===== config.mk =====
export PLATFORM = sky130hd
export DESIGN_NAME = up_cnt_ctrl
export DESIGN_NICKNAME = d
export VERILOG_FILES = /design/src/rtl/up_cnt_ctrl.sv
export SDC_FILE = /design/constraint.sdc
export NUM_CORES = 1
export LEC_CHECK = 0
export CORE_UTILIZATION = 50
export DETAILED_ROUTE_END_ITERATION = 12
export PLACE_DENSITY = 0.8
export SYNTH_ARGS = -nofsm -noshare
export SYNTH_HDL_FRONTEND = slang
export SYNTH_SLANG_ARGS = --single-unit
export TNS_END_PERCENT = 100

===== constraint.sdc =====
create_clock -name clk -period 4 [get_ports clk]
set_input_delay 0.4 -clock clk [delete_from_list [all_inputs] [get_ports clk]]
set_output_delay 0.4 -clock clk [all_outputs]
set_load 0.1 [all_outputs]

===== src/rtl/up_cnt_ctrl.sv =====
// up_cnt_ctrl: programmable timer built around an up-counter.
// A prescaler divides RUN cycles into ticks; each tick advances the count
// until it matches the latched terminal value, at which point a one-cycle
// done pulse is produced and the timer either stops (one-shot) or reloads
// to zero (auto-reload). Configuration is captured on start so the upstream
// inputs may change freely while the timer runs.
module up_cnt_ctrl #(
    parameter int WIDTH = 4,
    parameter int PSC_W = 4
) (
    input  logic             clk,
    input  logic             rst,
    input  logic             start,
    input  logic             stop,
    input  logic             pause,
    input  logic             mode,
    input  logic [WIDTH-1:0] terminal,
    input  logic [PSC_W-1:0] prescale,
    output logic [WIDTH-1:0] count,
    output logic             busy,
    output logic             done,
    output logic [1:0]       state
);

    // Encoding is visible on the debug state port, so it is fixed explicitly.
    typedef enum logic [1:0] {
        S_IDLE   = 2'b00,
        S_RUN    = 2'b01,
        S_PAUSED = 2'b10,
        S_DONE   = 2'b11
    } state_t;

    state_t             state_q, state_d;
    logic [WIDTH-1:0]   count_q, count_d;
    logic [PSC_W-1:0]   psc_cnt_q, psc_cnt_d;
    logic [WIDTH-1:0]   term_q, term_d;
    logic [PSC_W-1:0]   psc_q, psc_d;
    logic               mode_q, mode_d;
    logic               done_q, done_d;
    logic               busy_q, busy_d;

    // Tick and terminal-match decodes on the latched configuration.
    logic tick;
    logic at_term;

    assign tick    = (psc_cnt_q == psc_q);
    assign at_term = (count_q == term_q);

    // Next-state and datapath decode; priority is stop, then start, then pause.
    always_comb begin
        state_d   = state_q;
        count_d   = count_q;
        psc_cnt_d = psc_cnt_q;
        term_d    = term_q;
        psc_d     = psc_q;
        mode_d    = mode_q;
        done_d    = 1'b0;

        if (stop) begin
            // Abort: everything returns to a clean idle with a zero count.
            state_d   = S_IDLE;
            count_d   = '0;
            psc_cnt_d = '0;
        end else if (start) begin
            // Start or restart from any state; a restart never emits done.
            state_d   = S_RUN;
            term_d    = terminal;
            psc_d     = prescale;
            mode_d    = mode;
            count_d   = '0;
            psc_cnt_d = '0;
        end else begin
            unique case (state_q)
                S_IDLE: begin
                    // Count keeps whatever value the last run left behind.
                    state_d = S_IDLE;
                end
                S_DONE: begin
                    state_d = S_IDLE;
                end
                S_RUN, S_PAUSED: begin
                    if (pause) begin
                        // Frozen: count and prescaler keep their values.
                        state_d = S_PAUSED;
                    end else begin
                        // An unpaused cycle in PAUSED resumes counting at once,
                        // so the delay added by a pause equals its length.
                        state_d = S_RUN;
                        if (tick) begin
                            psc_cnt_d = '0;
                            if (at_term) begin
                                done_d = 1'b1;
                                if (mode_q) begin
                                    count_d = '0;
                                end else begin
                                    state_d = S_DONE;
                                end
                            end else begin
                                count_d = count_q + WIDTH'(1);
                            end
                        end else begin
                            psc_cnt_d = psc_cnt_q + PSC_W'(1);
                        end
                    end
                end
                default: begin
                    state_d = S_IDLE;
                end
            endcase
        end

        busy_d = (state_d == S_RUN) || (state_d == S_PAUSED);
    end

    // FSM state register.
    always_ff @(posedge clk) begin
        if (rst) begin
            state_q <= S_IDLE;
        end else begin
            state_q <= state_d;
        end
    end

    // Counter, prescaler, latched configuration and registered flags.
    always_ff @(posedge clk) begin
        if (rst) begin
            count_q   <= '0;
            psc_cnt_q <= '0;
            term_q    <= '0;
            psc_q     <= '0;
            mode_q    <= 1'b0;
            done_q    <= 1'b0;
            busy_q    <= 1'b0;
        end else begin
            count_q   <= count_d;
            psc_cnt_q <= psc_cnt_d;
            term_q    <= term_d;
            psc_q     <= psc_d;
            mode_q    <= mode_d;
            done_q    <= done_d;
            busy_q    <= busy_d;
        end
    end

    assign count = count_q;
    assign busy  = busy_q;
    assign done  = done_q;
    assign state = state_q;

endmodule


Word-level counts from Yosys, hierarchy flattened

Index checks and enable logic that the tools add are counted.

Register bits after elaboration: 21
Bits in latches: 0
Memory bits (writable): 0
Bits in read-only memories: 0
Input port bits: 14
Output and inout port bits: 8
Logic and storage cells: 42
Memories kept: 0

Add/sub/neg operators: 2
$mul: 0
Div/mod/pow operators: 0
Order comparisons: 0
Equality and inequality tests: 8
Shift operators: 0
Mux-type cells: 11
Bitwise operators: 4
Reduce and logical (&&, ||, !) cells: 9

Operators with widths:

| operator            | count |
|---|---|
| $mux 2              | 6 |
| $mux 4              | 3 |
| $add 4x1->4 const B | 2 |
| $eq 4x4->1          | 2 |
| $eq 2x2->1 const B  | 3 |
| $reduce_or 6->1     | 1 |
| $eq 2x1->1 const B  | 2 |
| $not 1->1           | 4 |
| $pmux 2 s2          | 1 |
| $reduce_and 2->1    | 2 |
| $reduce_and 4->1    | 1 |
| $reduce_or 2->1     | 2 |
| $reduce_or 3->1     | 1 |
| $logic_not 2->1     | 1 |
| $ne 2x2->1 const B  | 1 |
| $logic_or 1x1->1    | 1 |
| $mux 1              | 1 |

Logic depth before layout (Yosys ltp)

Gate-level depths: netlist of the first run.

Depth after elaboration: 9
Gate-level depth with buffers: 5
Mapped depth without buffers: 4

Worst setup path after synthesis of the first run

Ideal clock, no wire load.

Path kind: register to register
Start: reg state_q[0], in the netlist state[0]
End: reg psc_cnt_q[0]
Library setup time: 0.070 ns
Arrival: 1.985 ns
Setup slack: 1.945 ns
Cell stages (with the launch flop): 5
Path buffers: 0
Clock period less this slack: 2.055 ns
Cells stage by stage: dfxtp_1 > xnor2_1 > or2_4 > or3_1 > a21oi_1

Longest elaborated chain between the ends: 3

RTL lines:

| item                                            | RTL line | source |
|---|---|---|
| from (decl)                                     | 33       | `state_t state_q, state_d;` |
| from (signal assigned)                          | 120      | `state_q <= state_d;` |
| $eq 2x1->1 / $eq 2x2->1 (equally long branches) | 73       | `unique case (state_q)` |
| $reduce_or 2->1 (*)                             | 73       |  |
| $reduce_and 2->1 (no source line) (*)           | --       |  |
| to (signal assigned)                            | 136      | `psc_cnt_q <= psc_cnt_d;` |
| to (decl)                                       | 35       | `logic [PSC_W-1:0] psc_cnt_q, psc_cnt_d;` |

Mark *: on every way between the ends. The rest lies on a longest branch, timed or not.
A chain may end at the register's enable or synchronous reset.

Final worst setup path of the first run

Start: reg count_q[2], in the netlist count[2]
End: out count[2]

RTL lines:

| item                   | RTL line | source |
|---|---|---|
| from (decl)            | 34       | `logic [WIDTH-1:0] count_q, count_d;` |
| from (signal assigned) | 135      | `count_q <= count_d;` |
| to (decl)              | 19       | `output logic [WIDTH-1:0] count,` |

No word-level cell between the ends.

==> results of run 1 <==
-- cell usage in the layout (no fill, tap or decap) --
master           count
nand3_1              4
clkbuf_1             1
o211ai_1             1
o21ai_0              1
or3_1                2
nor4_1               1
o22ai_1              3
a21oi_1             11
nand4_1              4
xnor2_1             11
and4_1               1
nor2_1               4
clkbuf_4             3
dfxtp_1             21
nand2_1             26
a31oi_1              1
or2_4                1
nand2b_1             2
nor2b_1              3
ha_1                 2
nor3_1               8
nor3b_1              1
o211a_1              1
o21a_1               1
clkdlybuf4s50_1     21
o41ai_1              1
-- power groups by stage --
stage                clock, W  combinational, W  sequential [W]
finish              0.0000997         0.0000567        0.000218
global route         0.000106         0.0000623        0.000219
CTS                  0.000101         0.0000567        0.000218
detailed placement          0         0.0000566        0.000223
global placement            0         0.0000554        0.000223
floorplan                   0         0.0000252        0.000231
-- sequential cells by signal, summed over array words and instances (netlist names) --
signal     count
busy           1
psc_q          4
done           1
psc_cnt_q      4
mode_q         1
term_q         4
state          2
count          4
-- layout make-up --
cell class                 instances  area, sq um  area share (%)
clock buffer                       4         26.3            2.19
multi-input combinational         90          513            42.7
sequential                        21          420            35.0
tap                               25         31.3            2.60
timing repair buffer              21          210            17.5
-- path summary, 6_finish.rpt --
kind,start,slack [ps],to,cells after the start
worst min-delay path,term_q[2]$_SDFFE_PP0P_,470,term_q[2]$_SDFFE_PP0P_,2
worst min register to register,term_q[2]$_SDFFE_PP0P_,470,term_q[2]$_SDFFE_PP0P_,2
worst max register to register,count[2]$_SDFFE_PP0P_,2450,busy$_SDFF_PP0_,4
worst max-delay path,count[2]$_SDFFE_PP0P_,1670,count[2],1
-- logic make-up after synthesis --
| group | Yosys count | share of synthesized area, % |
|---|---|---|
| adder cells (fa/ha/maj) | 2 | 2.64 |
| XOR/XNOR | 11 | 10.2 |
| AND/OR/NAND/NOR | 57 | 28.8 |
| buffers and inverters | 4 | 1.58 |
| flip-flops | 21 | 44.3 |
| AO/OA/AOI/OAI | 20 | 12.5 |
-- through the flow --
| step | hold WS, ps | area (sq um) |
|---|---|---|
| floorplan | 449 | 948 |
| global placement | 459 | 1170 |
| detailed placement | 461 | 1170 |
| CTS | 477 | 1200 |
| global route | 494 | 1200 |
| finish | 474 | 1200 |
-- worst register-to-register path, stage by stage, from the launching register on --
cell	delay, ps
dfxtp_1	460
xnor2_1	150
nand4_1	310
o41ai_1	380
o21ai_0	130
-- routing by layer --
layer / vias to the layer above / routed length, um
li1: 445 / -
met1: 394 / 899
met2: 28 / 899
met3: 2 / 85
met4: 0 / 22
met5: - / 0
==> impl_metrics.ini, run 1 <==
[min_path]
holdCritPathClass = reg -> reg

[sta]
fmax_mhz = 428
tightest_slew_ps = 974
slew_headroom_pct = 34.9
hold_viol = 0
slew_violations = 0
skew_ps = 2.07
timing.final.crit_share_pct = 58.4
postLayoutSetupSlackWorst_ps = 1670
tns_ps = 0
rsz0062_at_grt = no
finalSetupViolCount = 0
fin_crit_ps = 2330

[die]
initial_utilization_pct = 54.3
die_w_um = 45.6
dieArea_sq_mm = 0.00207
floorplan.rows = 15
core_area_sq_mm = 0.00175
ios = 22
dieHeight_um = 45.6

[placement]
dp_hpwl_um = 1480
gp_congestion = 0.812
pre_cts_slack_ps = 1920
portBuffers = 21
placedCellCount = 157

[final_layout]
area_growth_pct = 26.6
layout.cells.non_filler = 161
final_nets = 153
final_util_pct = 68.8
drive_above_1_share_pct = 2.94
diodes = 0
n_fill_cell = 155

[global_route]
grt_max_degree = 15
grt_use_met3_pct = 3.57
grt_util_met1_pct = 28.7
grt_overflow = 0
grt_pass1_wl_um = 3130
grt_pass1_vias = 734
busiest_layer = met2
antenna_found_initial = 0
grtUsageTotal_pct = 21.0
gr-usage-met2_pct = 32.6

[route]
first_iter_violations = 15
routed_wl_um = 1910
routedWlPerCell_um = 11.8
vias = 869
ant_nets = 0
route.detailed.drc = 0
dr.pass1.iters = 4
vias_per_cell = 5.40

[logic_synthesis]
ys.flop_type = dfxtp_1
synth_commonest_cells = nand2_1, dfxtp_1, a21oi_1, xnor2_1, nor3_1
yosysWarningCount = 0
ys_async_sr_fraction_pct = 0
synth_top_area_cell = dfxtp_1
netlist_instances = 115
syn-cell-area_sq_um = 948
seq_area_frac_synth_pct = 44.3
synth_edf_count = 0
synth-seq-cells = 21
syn_area_per_cell_sq_um = 8.25
synth.most_common_cell = nand2_1
yosysTopAreaCellShare_pct = 44.3
synth.net_count = 131
ys_types = 24
synth_area_leaders = dfxtp_1, nand2_1, xnor2_1

[power_and_ir_drop]
power_frac_comb_pct = 15.2
p_seq_share_pct = 58.2
switching_share_pct = 26.1
p_int_w = 0.000276
ir_drop_v = 0.000219
p_total_w = 0.000374
p_leak_nw = 0.400
p_clk_share_pct = 26.6
power_density_mw_per_mm2 = 312
switchingPower_w = 0.0000979

[cts]
cts_setup_buffers = 0
cts_buffer_depth = 2
h-tree-depth = 1
cts-root-buf = clkbuf_4
ctsResizeCount = 0
cts.sinks = 21
clock_latency_ps = 290
cts_tree = yes
cts_buffers = 3
cts_hold_buf = 0
clkTransAtPathRegs_ps = 110

[worst_setup_path]
end_kind = output pin
crit_required_ps = 3600
arrival_ps = 1930
path_delay_family = buffers and inverters
cp_max_fo = 6
cp-start-kind = flop
cp_slowest_cell = clkdlybuf4s50_1
path_buf_inv = 1
crit_chain = clkdlybuf4s50_1
crit_type = reg -> out
cp_slowest_stage_delay_ps = 1180

[flow_run]
max_cap_violations = 0

[status]
status = complete, no violations
No activity file was read; power rests on OpenSTA's default activity.
==> inputs of run 2 (changes only) <==
- CORE_UTILIZATION: 50 -> 48
- PLACE_DENSITY: 0.8 -> 0.77
- clock period: 4 -> 2.15 ns (I/O delays scaled with it)
==> run 2 against run 1 <==
Clock skew rose by 6.4 ps. Setup slack got worse by 1100 ps. Cell area rose by 0.31%. Register-to-register slack got worse by 1800 ps. Sequential share of layout area fell by 0.11 points. Hold slack got worse by 38 ps. Non-clock buffer count rose by 3. First-iteration DRC count rose by 13%. Combinational power rose by 92%. Total power rose by 89%. Largest cell class unchanged.
==> impl_metrics.ini, run 2 (synthesized netlist as in run 1, its figures left out) <==
[placement]
dp_hpwl_um = 1630
gp_congestion = 0.901
postPlaceCellArea_sq_mm = 0.00118
portBuffers = 21

[final_layout]
layout_commonest_cell = nand2_1
area_growth_pct = 27.0
final_cell_mix = nand2_1, dfxtp_1, clkdlybuf4s50_1
final_nets = 156
multiInputGateArea_sq_um = 513
final_area_sq_mm = 0.00120
n_fill_cell = 157
drive_above_1_share_pct = 11.5
diodes = 0
seq_area_sq_um = 420

[route]
vias = 899
vias_per_cell = 5.48
routed_wl_um = 2150
dr.pass1.iters = 4
first_iter_violations = 17
ant_nets = 0
routedWlPerCell_um = 13.1
route.detailed.drc = 0

[global_route]
grt_pass1_wl_um = 3560
grtUsageTotal_pct = 23.8
antenna_found_initial = 0
grt_overflow = 0
grt_max_degree = 14
grt_pass1_vias = 846

[cts]
clock_latency_ps = 310
cts_buffer_depth = 2
h-tree-depth = 1
ctsResizeCount = 0
cts_hold_buf = 0
cts_setup_buffers = 0
clkTransAtPathRegs_ps = 120
cts_tree = yes
cts.sinks = 21
cts-root-buf = clkbuf_4
cts_buffers = 3

[power_and_ir_drop]
switchingPower_w = 0.000193
switching_share_pct = 27.2
p_seq_share_pct = 57.5
p_clk_share_pct = 27.2
power_frac_comb_pct = 15.4
p_leak_nw = 0.434
ir_drop_v = 0.000409
p_int_w = 0.000514
power_density_mw_per_mm2 = 586

[worst_setup_path]
end_kind = flop
crit_required_ps = 2340
arrival_ps = 1730
cp_slowest_stage_delay_ps = 470
path_buf_inv = 0
cp_slowest_cell = dfxtp_1
path_delay_family = compound AO/OA/AOI/OAI gates
crit_type = reg -> reg
cp_max_fo = 8
crit_chain = xnor2_1 > nand4_1 > o41ai_1 > o21ai_0
cp-start-kind = flop

[die]
die_w_um = 46.5
dieArea_sq_mm = 0.00216
floorplan.rows = 15
dieHeight_um = 46.5
initial_utilization_pct = 53.2
core_area_sq_mm = 0.00178
ios = 22

[sta]
slew_headroom_pct = 69.2
finalSetupViolCount = 0
hold_viol = 0
tightest_slew_ps = 458
tns_ps = 0
fmax_mhz = 648
slew_violations = 0
timing.final.crit_share_pct = 71.8
fin_crit_ps = 1540
skew_ps = 8.43
rsz0062_at_grt = no

[flow_run]
max_cap_violations = 0

[status]
status = complete, no violations

[min_path]
holdCritPathClass = in -> reg
## run 2: power groups by stage
stage / Sequential [W] / Combinational, W / Clock [W]
after floorplan: 0.000430 / 0.0000469 / 0
after global placement: 0.000414 / 0.000105 / 0
after detailed placement: 0.000415 / 0.000108 / 0
after CTS: 0.000406 / 0.000108 / 0.000196
after global routing: 0.000408 / 0.000119 / 0.000212
final: 0.000406 / 0.000109 / 0.000192
## run 2: layout make-up
| class | instances | share of cell area (%) |
|---|---|---|
| clock inverters | 1 | 0.415 |
| clock buffers | 3 | 1.87 |
| well taps | 25 | 2.60 |
| repair buffers | 24 | 17.7 |
| flip-flops and latches | 21 | 34.9 |
| multi-input cells | 90 | 42.6 |
## run 2: layer usage
metal  wire (um)  share of wire [%]  up-vias  track usage (%)
met4          27                1.3        0             14.1
li1            -                  -      451                -
met2        1070                 50       25             38.6
met1         956                 45      419             28.3
met3          88                4.1        4             5.10
met5           0                  0        -                0
## run 2: final timing paths
| kind | startpoint | slack (ps) | to | cells after the start |
|---|---|---|---|---|
| max | count[0]$_SDFFE_PP0P_ | 610 | busy$_SDFF_PP0_ | 4 |
| max reg2reg | count[0]$_SDFFE_PP0P_ | 610 | busy$_SDFF_PP0_ | 4 |
| min reg2reg | term_q[2]$_SDFFE_PP0P_ | 480 | term_q[2]$_SDFFE_PP0P_ | 2 |
| min | prescale[0] | 440 | psc_q[0]$_SDFFE_PP0P_ | 3 |
## run 2: through the flow
stage | std cells | power [W] | worst slack, ps | hold slack (ps) | utilization (%)
global route | 164 | 0.000738 | 479 | 451 | 67.6
detailed placement | 160 | 0.000523 | 441 | 463 | 66.0
finish | 164 | 0.000707 | 607 | 437 | 67.6
floorplan | 115 | 0.000477 | 94.7 | 294 | -
CTS | 164 | 0.000710 | 608 | 432 | 67.6
global placement | 160 | 0.000520 | 481 | 457 | 66.0
## run 2: worst reg2reg max path, stage by stage, from the launching register on
cell and delay [ps]:
dfxtp_1 470, xnor2_1 160, nand4_1 290, o41ai_1 380
o21ai_0 130
